<file path="src/rtl/qdec_ctx_init_mc.sv">
// Multi-lane CABAC context initializer: slope/offset derivation from packed initValue ROM.
// Optional QDEC_CTX_INIT_CHECKSUM_EN adds a 16-bit running checksum of written contexts.
module qdec_ctx_init_mc #(
  parameter int NUM_CTX = 566,
  parameter int LANES   = 2,
  parameter int BEATS   = (NUM_CTX + LANES - 1) / LANES,
  parameter int CTX_AW  = $clog2(NUM_CTX),
  parameter int ROM_AW  = $clog2(3 * BEATS)
) (
  input  logic                 clk,
  input  logic                 rst_n,
  input  logic                 ctx_init_start,
  input  logic                 ctx_init_abort,
  input  logic [5:0]           qp,
  input  logic [1:0]           init_type,
  output logic [ROM_AW-1:0]    rom_rd_addr,
  output logic                 rom_rd_en,
  input  logic [8*LANES-1:0]   rom_rdata,
  output logic [CTX_AW-1:0]    ctx_init_addr,
  output logic [7*LANES-1:0]   ctx_init_wdata,
  output logic [LANES-1:0]     ctx_init_we,
  output logic                 ctx_init_busy,
  output logic                 ctx_init_done_intr
`ifdef QDEC_CTX_INIT_CHECKSUM_EN
  ,
  output logic [15:0]          ctx_init_checksum
`endif
);

  localparam int BW  = (BEATS > 1) ? $clog2(BEATS) : 1;
  localparam int LSH = $clog2(LANES);
  localparam logic [BW-1:0] LAST_BEAT = BW'(BEATS - 1);

  typedef enum logic [1:0] {S_IDLE, S_SCAN, S_DRAIN, S_DONE} state_t;

  state_t          state;
  logic [BW-1:0]   beat_cnt;
  logic            drain_cnt;
  logic [1:0]      type_q;
  logic [5:0]      qp_q;
  logic            vld_p0;
  logic [BW-1:0]   beat_p0;
  logic [LANES-1:0]   lane_we;
  logic [7*LANES-1:0] wdata_nxt;
  logic [15:0]        lane_sum;
  logic               accept;

  function automatic logic signed [14:0] clip3_1_126(input logic signed [14:0] x);
    if (x < 15'sd1)        return 15'sd1;
    else if (x > 15'sd126) return 15'sd126;
    else                   return x;
  endfunction

  // Product needs 13 bits signed (-45*51 = -2295); 15 bits leaves headroom for the offset add.
  function automatic logic [6:0] ctx_state(input logic [7:0] v, input logic [5:0] q);
    logic signed [7:0]  m;
    logic signed [7:0]  n;
    logic signed [14:0] prod;
    logic signed [14:0] pre;
    logic               mps;
    logic [5:0]         pst;
    m    = 8'sd5 * $signed({4'b0000, v[7:4]}) - 8'sd45;
    n    = $signed({1'b0, v[3:0], 3'b000}) - 8'sd16;
    prod = 15'(m) * $signed({9'b0, q});
    pre  = clip3_1_126((prod >>> 4) + 15'(n));
    mps  = (pre > 15'sd63);
    pst  = mps ? 6'(pre - 15'sd64) : 6'(15'sd63 - pre);
    return {pst, mps};
  endfunction

  assign accept      = (state == S_IDLE) && ctx_init_start && !ctx_init_abort;
  assign rom_rd_en   = (state == S_SCAN);
  assign rom_rd_addr = rom_rd_en ? (ROM_AW'(type_q) * ROM_AW'(BEATS) + ROM_AW'(beat_cnt)) : '0;

  always_ff @(posedge clk) begin
    if (!rst_n) begin
      state              <= S_IDLE;
      beat_cnt           <= '0;
      drain_cnt          <= 1'b0;
      ctx_init_busy      <= 1'b0;
      ctx_init_done_intr <= 1'b0;
    end else begin
      ctx_init_done_intr <= 1'b0;
      case (state)
        S_IDLE: begin
          if (accept) begin
            state         <= S_SCAN;
            beat_cnt      <= '0;
            type_q        <= (init_type == 2'd3) ? 2'd0 : init_type;
            qp_q          <= (qp > 6'd51) ? 6'd51 : qp;
            ctx_init_busy <= 1'b1;
          end
        end
        S_SCAN: begin
          if (ctx_init_abort) begin
            state         <= S_IDLE;
            ctx_init_busy <= 1'b0;
          end else if (beat_cnt == LAST_BEAT) begin
            state     <= S_DRAIN;
            drain_cnt <= 1'b0;
          end else begin
            beat_cnt <= beat_cnt + 1'b1;
          end
        end
        S_DRAIN: begin
          if (ctx_init_abort) begin
            state         <= S_IDLE;
            ctx_init_busy <= 1'b0;
          end else if (drain_cnt) begin
            state              <= S_DONE;
            ctx_init_done_intr <= 1'b1;
          end else begin
            drain_cnt <= 1'b1;
          end
        end
        default: begin
          state         <= S_IDLE;
          ctx_init_busy <= 1'b0;
        end
      endcase
    end
  end

  always_comb begin
    lane_we   = '0;
    wdata_nxt = '0;
    lane_sum  = 16'd0;
    for (int i = 0; i < LANES; i++) begin
      lane_we[i] = vld_p0 && ((int'(beat_p0) * LANES + i) < NUM_CTX);
      wdata_nxt[7*i +: 7] = ctx_state(rom_rdata[8*i +: 8], qp_q);
      if (lane_we[i]) lane_sum = lane_sum + 16'(wdata_nxt[7*i +: 7]);
    end
  end

  // p0: ROM read issued last cycle, data on rom_rdata now; p1: registered write outputs
  always_ff @(posedge clk) begin
    beat_p0 <= beat_cnt;
    if (!rst_n) begin
      vld_p0         <= 1'b0;
      ctx_init_we    <= '0;
      ctx_init_addr  <= '0;
      ctx_init_wdata <= '0;
    end else begin
      vld_p0 <= rom_rd_en && !ctx_init_abort;
      if (vld_p0 && !ctx_init_abort) begin
        ctx_init_we    <= lane_we;
        ctx_init_addr  <= CTX_AW'(beat_p0) << LSH;
        ctx_init_wdata <= wdata_nxt;
      end else begin
        ctx_init_we <= '0;
      end
    end
  end

`ifdef QDEC_CTX_INIT_CHECKSUM_EN
  always_ff @(posedge clk) begin
    if (!rst_n)                        ctx_init_checksum <= 16'd0;
    else if (accept)                   ctx_init_checksum <= 16'd0;
    else if (vld_p0 && !ctx_init_abort) ctx_init_checksum <= ctx_init_checksum + lane_sum;
  end
`endif

endmodule
</file>
<file path="config.mk">
export PLATFORM = sky130hd
export DESIGN_NAME = qdec_ctx_init_mc
export DESIGN_NICKNAME = d
export VERILOG_FILES = /design/src/rtl/qdec_ctx_init_mc.sv
export SDC_FILE = /design/constraint.sdc
export NUM_CORES = 1
export LEC_CHECK = 0
export ABC_CLOCK_PERIOD_IN_PS = 14900
export BUFFER_PORTS_ARGS = -buffer_cell sky130_fd_sc_hd__buf_2
export CORE_ASPECT_RATIO = 1.4
export CORE_UTILIZATION = 50
export CTS_CLUSTER_DIAMETER = 120
export DETAILED_ROUTE_END_ITERATION = 10
export HOLD_SLACK_MARGIN = 0.12
export PLACE_DENSITY = 0.69
export SLEW_MARGIN = 15
export SYNTH_ARGS = -nofsm -noshare
export SYNTH_HDL_FRONTEND = slang
export SYNTH_SLANG_ARGS = --single-unit
</file>
<file path="constraint.sdc">
create_clock -name clk -period 14.9 [get_ports clk]
set_input_delay 2.235 -clock clk [delete_from_list [all_inputs] [get_ports clk]]
set_output_delay 2.235 -clock clk [all_outputs]
set_load 0.005 [all_outputs]
</file>
==> flow_summary.yaml, run 1 <==
sta:
  max_freq_mhz: 106
  fin_tns_setup_ns: 0
  fin_crit_ns: 9.47
  tightestPinTransition_ns: 0.985
  fin_ws_ns: 5.43
  post-route-period-util_pct: 63.5
  grt_setup_unrepaired: "false"
  setup_violations: 0
  slew_headroom_pct: 33.8
  drv_slew: 0
  finalHoldViolCount: 0
  finalClockSkew_ns: 0.0136
detailed_routing:
  first_iter_violations: 151
  drt-pass1-iter-count: 4
  wl_per_cell_um: 13.5
  top_layer_used: "met4"
  wl_met1_mm: 6.62
  wl_met3_um: 626
  vias: 5921
  wl_met2_mm: 7.98
  antenna_left: 0
  wl_mm: 15.5
  drcViolationCount: 0
  via_per_inst: 5.16
floorplan:
  rows: 53
  core_um2: 15000
  die_y_um: 149
  io_pins: 67
  start_util_pct: 51.2
  die_w_um: 107
  die-area_um2: 15800
cells_and_area:
  post-route-util_pct: 56.5
  drive_above_1_share_pct: 9.32
  nFillCells: 1468
  fin_nets: 1164
  area_delta_synth_final_pct: 10.5
  antenna_cells: 0
grt:
  grt_pass1_wl_mm: 27.2
  antenna_found_initial: 0
  track_usage_pct: 21.3
  grt-ovfl-total: 0
  grt_pass1_vias: 5899
  grt_max_degree: 23
synthesis:
  yosys-top-cells-area: "fa_1, ha_1, dfxtp_1"
  syn_area_um2: 7670
  syn-num-nets: 1107
  yosys.area.top_type_share_pct: 20.1
  ys.flop_type: "dfxtp_1"
  synth-edff-count: 8
  syn_avg_cell_area_um2: 8.58
  postSynth.asyncResetShare_pct: 0
  ys_seq_elements: 57
  synth_compound_area_share_pct: 11.9
  synth_cell_type_count: 62
  synth.largest_area_cell: "fa_1"
  synth-simple-area-share_pct: 16.7
  ys_warn_count: 0
  synthCells: 893
  synth_xor_area_share_pct: 8.11
  synth_fa_ha_area_share_pct: 37.9
  synth_top_family_by_area: "adder cells"
  synthMuxAreaShare_pct: 0.277
  yosysSeqAreaShare_pct: 15.9
setup_path:
  crit_path_end_kind: "flop"
  worst-path-max-fanout: 6
  r2r-start: "qp_q[3]"
  crit_type: "in2reg"
  required_ns: 15.09
  crit_start: "rom_rdata[13]"
  cp_slowest_cell: "fa_1"
  critPathMostFrequentCell: "ha_1"
  critical_path.max_stage_delay_ns: 0.54
  critical_path_arrival_ns: 9.66
  critPathLaunchType: "input pin"
clock_network:
  htree_levels: 3
  cts_buffers: 9
  clk_pin_slew_ns: 0.06
  ctsHoldBuffers: 0
  clock_latency_ns: 0.33
  cts_resized: 0
  clock_sinks: 57
  cts_tree: "built"
  post-cts-setup-buffer-count: 0
  cts-root-buf: "clkbuf_16"
  cts_buffer_depth: 2
outcome:
  status: "completed"
worst_hold_path:
  hold_path_class: "reg2reg"
  hp-start: "beat_cnt[8]"
job:
  cap_violations: 0
place:
  pre_cts_slack_ns: 5.08
  dp.final_hpwl_mm: 12.9
  io_buffers: 65
  gp_congestion: 0.872
[worst max-delay path: cells and delay by family]
kind	cells	cell delay, ns
buffers and inverters	4	0.28
AND/OR/NAND/NOR	8	1.49
XOR/XNOR	1	0.14
adder cells (fa/ha/maj)	9	3.50
AO/OA/AOI/OAI	8	2.01
[layout by cell type, fill, tap and decap left out, drive strengths merged, types with 3 or more instances in the layout]
cell type	count
a211oi	5
a21o	16
a21oi	50
a31oi	5
and2	54
and3	5
buf	66
clkbuf	9
clkinv	3
dfxtp	49
edfxtp	8
fa	77
ha	109
inv	167
nand2	63
nand2b	13
nand3	6
nand4	5
nor2	48
nor2b	22
nor3	14
nor3b	3
o21a	3
o21ai	31
o21bai	6
or3	5
or4	3
xnor2	36
xor2	35
[registers in the layout, summed over array words and instances, names as in the netlist]
signal              count
vld_p0                  1
ctx_init_wdata         14
ctx_init_busy           1
state                   2
ctx_init_we             2
qp_q                    6
ctx_init_done_intr      1
type_q                  2
beat_p0                 9
drain_cnt               1
ctx_init_addr           9
beat_cnt                9
[path summary, 6_finish.rpt]
path / endpoint / slack, ns / depth (start not counted)
setup / recovery: ctx_init_wdata[9] / 5.43 / 30
setup reg to reg: ctx_init_wdata[0] / 8.20 / 23
hold / removal: beat_p0[8] / 0.42 / 0
hold reg to reg: beat_p0[8] / 0.42 / 0
[layout make-up]
| cell class | instances | area (um2) | share of cell area (%) |
|---|---|---|---|
| well taps | 192 | 240 | 2.84 |
| inverters | 164 | 616 | 7.27 |
| multi-input cells | 652 | 5750 | 67.9 |
| clock buffers | 9 | 225 | 2.66 |
| clock inverters | 7 | 85.1 | 1.00 |
| repair buffers | 66 | 333 | 3.93 |
| flip-flops and latches | 57 | 1220 | 14.4 |
[synth_stat cells, types with 6 or more instances]
master    number
a21o_1        16
a21oi_1       50
and2_1        54
clkbuf_1      18
dfxtp_1       49
edfxtp_1       8
fa_1          77
ha_1         109
inv_1        163
nand2_1       62
nand2b_1      13
nand3_1        6
nor2_1        48
nor2b_1       22
nor3_1        14
o21ai_0       25
o21bai_1       6
xnor2_1       36
xor2_1        35
[logic make-up after synthesis]
group           Yosys count
xor+xnor                 71
flops                    57
buf+inv                 184
fa+ha+maj               186
simple gates            249
other cells               1
compound gates          143
mux                       2
[routing by layer]
layer	GRT usage [%]	up-vias
li1	-	2999
met3	3.33	17
met2	38.3	95
met1	26.4	2810
met5	0	-
met4	5.34	0
[stage by stage]
step	cell area, um2	instances	hold slack (ns)
after floorplan	7670	893	0.374
after CTS	8470	1147	0.415
after global placement	8160	1131	0.398
after global routing	8470	1147	0.430
final	8470	1147	0.416
after detailed placement	8160	1131	0.406
Power of run 1 is not shown: default switching activity piles up to over one toggle a cycle in this logic, so the estimate is an artifact.
==> run 2, diff against run 1 <==
ABC_CLOCK_PERIOD_IN_PS = 8900   (was 14900)
clock period = 8.9 ns   (was 14.9 ns; I/O delays follow)
==> flow_summary.yaml, run 2 (synthesized netlist as in run 1, its figures left out) <==
outcome:
  status: "completed"
worst_hold_path:
  hold_path_class: "reg2reg"
  hold_depth: 0
setup_path:
  critical_path_arrival_ns: 8.55
  worst-path-max-fanout: 5
  cp_slowest_cell: "fa_1"
  required_ns: 9.11
  critPathMostFrequentCell: "ha_1"
  critical_path.max_stage_delay_ns: 0.54
  crit_type: "in2reg"
  critPathLaunchType: "input pin"
  crit_path_end_kind: "flop"
  r2r_cells: 23
clock_network:
  clock_latency_ns: 0.34
  cts_tree: "built"
  clk_pin_slew_ns: 0.06
  cts-root-buf: "clkbuf_16"
  cts_buffers: 9
  clock_sinks: 57
  htree_levels: 3
  cts_buffer_depth: 2
place:
  dp_cells: 1137
  gp_congestion: 0.845
  place_area_um2: 8200
  dp.final_hpwl_mm: 13.0
  io_buffers: 65
sta:
  finalHoldViolCount: 0
  slew_headroom_pct: 35.2
  fin_crit_ns: 8.34
  setup_violations: 0
  max_freq_mhz: 120
  finalClockSkew_ns: 0.00768
  drv_slew: 0
  post-route-period-util_pct: 93.8
  tightestPinTransition_ns: 0.966
  fin_tns_setup_ns: 0
  grt_setup_unrepaired: "false"
detailed_routing:
  drt-pass1-iter-count: 4
  first_iter_violations: 172
  wl_mm: 15.7
  wl_per_cell_um: 13.6
  vias: 5918
  via_per_inst: 5.13
  drcViolationCount: 0
  antenna_left: 0
floorplan:
  start_util_pct: 51.2
  die_y_um: 149
  core_um2: 15000
  io_pins: 67
  die-area_um2: 15800
  die_w_um: 107
  rows: 53
cells_and_area:
  stdcell_area_um2: 8540
  post-route-util_pct: 57.0
  fin_nets: 1171
  area_delta_synth_final_pct: 11.4
  regMostFlops: "ctx_init_wdata"
  instances_no_fill: 1154
  layout_common_cells: "inv_1, ha_1, fa_1"
  layout_commonest_cell: "inv_1"
  drive_above_1_share_pct: 10.3
  antenna_cells: 0
  largest_register_ffs: 14
grt:
  grt_max_degree: 23
  antenna_found_initial: 0
  grt_pass1_wl_mm: 27.6
  grt_pass1_vias: 6004
  grt-ovfl-total: 0
  track_usage_pct: 21.8
job:
  cap_violations: 0
## run 2: worst max-delay path, delay by kind of cell
family,cells,cell delay [ns]
compound gates,9,2.12
xor+xnor,2,0.40
fa+ha+maj,9,3.41
buf+inv,4,0.28
simple gates,6,1.00
## run 2: metrics by stage
step                      worst slack, ns  hold slack, ns
after floorplan                     0.762           0.374
after global placement              0.207           0.398
after detailed placement            0.112           0.405
after CTS                           0.404           0.414
after global routing              0.00848           0.436
final                               0.555           0.412
## run 2: what timing repair did
item,4_1_cts,5_1_grt
endpoints found under the setup margin,0,4
hold buffers,0,0
setup buffers,0,1
gates resized for setup,0,3
## run 2: layout make-up
cell class                 instances  area (um2)
tap                              192         240
clock inverter                     7        85.1
fill                            1405        6450
sequential                        57        1220
multi-input combinational        652        5770
clock buffer                       9         225
timing repair buffer              73         385
inverter                         164         616
## run 2: final timing paths
| check | start | to | slack [ns] |
|---|---|---|---|
| max | rom_rdata[13] | ctx_init_wdata[12] | 0.56 |
| min | beat_cnt[8] | beat_p0[8] | 0.41 |
| max reg2reg | qp_q[1] | ctx_init_wdata[12] | 2.25 |
| min reg2reg | beat_cnt[8] | beat_p0[8] | 0.41 |
## run 2: layer usage
layer / GRT usage, % / wire length [um]
met2: 39.0 / 8050
met4: 6.71 / 280
met3: 3.72 / 593
met1: 26.4 / 6780
met5: 0 / 0
Power of run 2 is left out for the same reason.
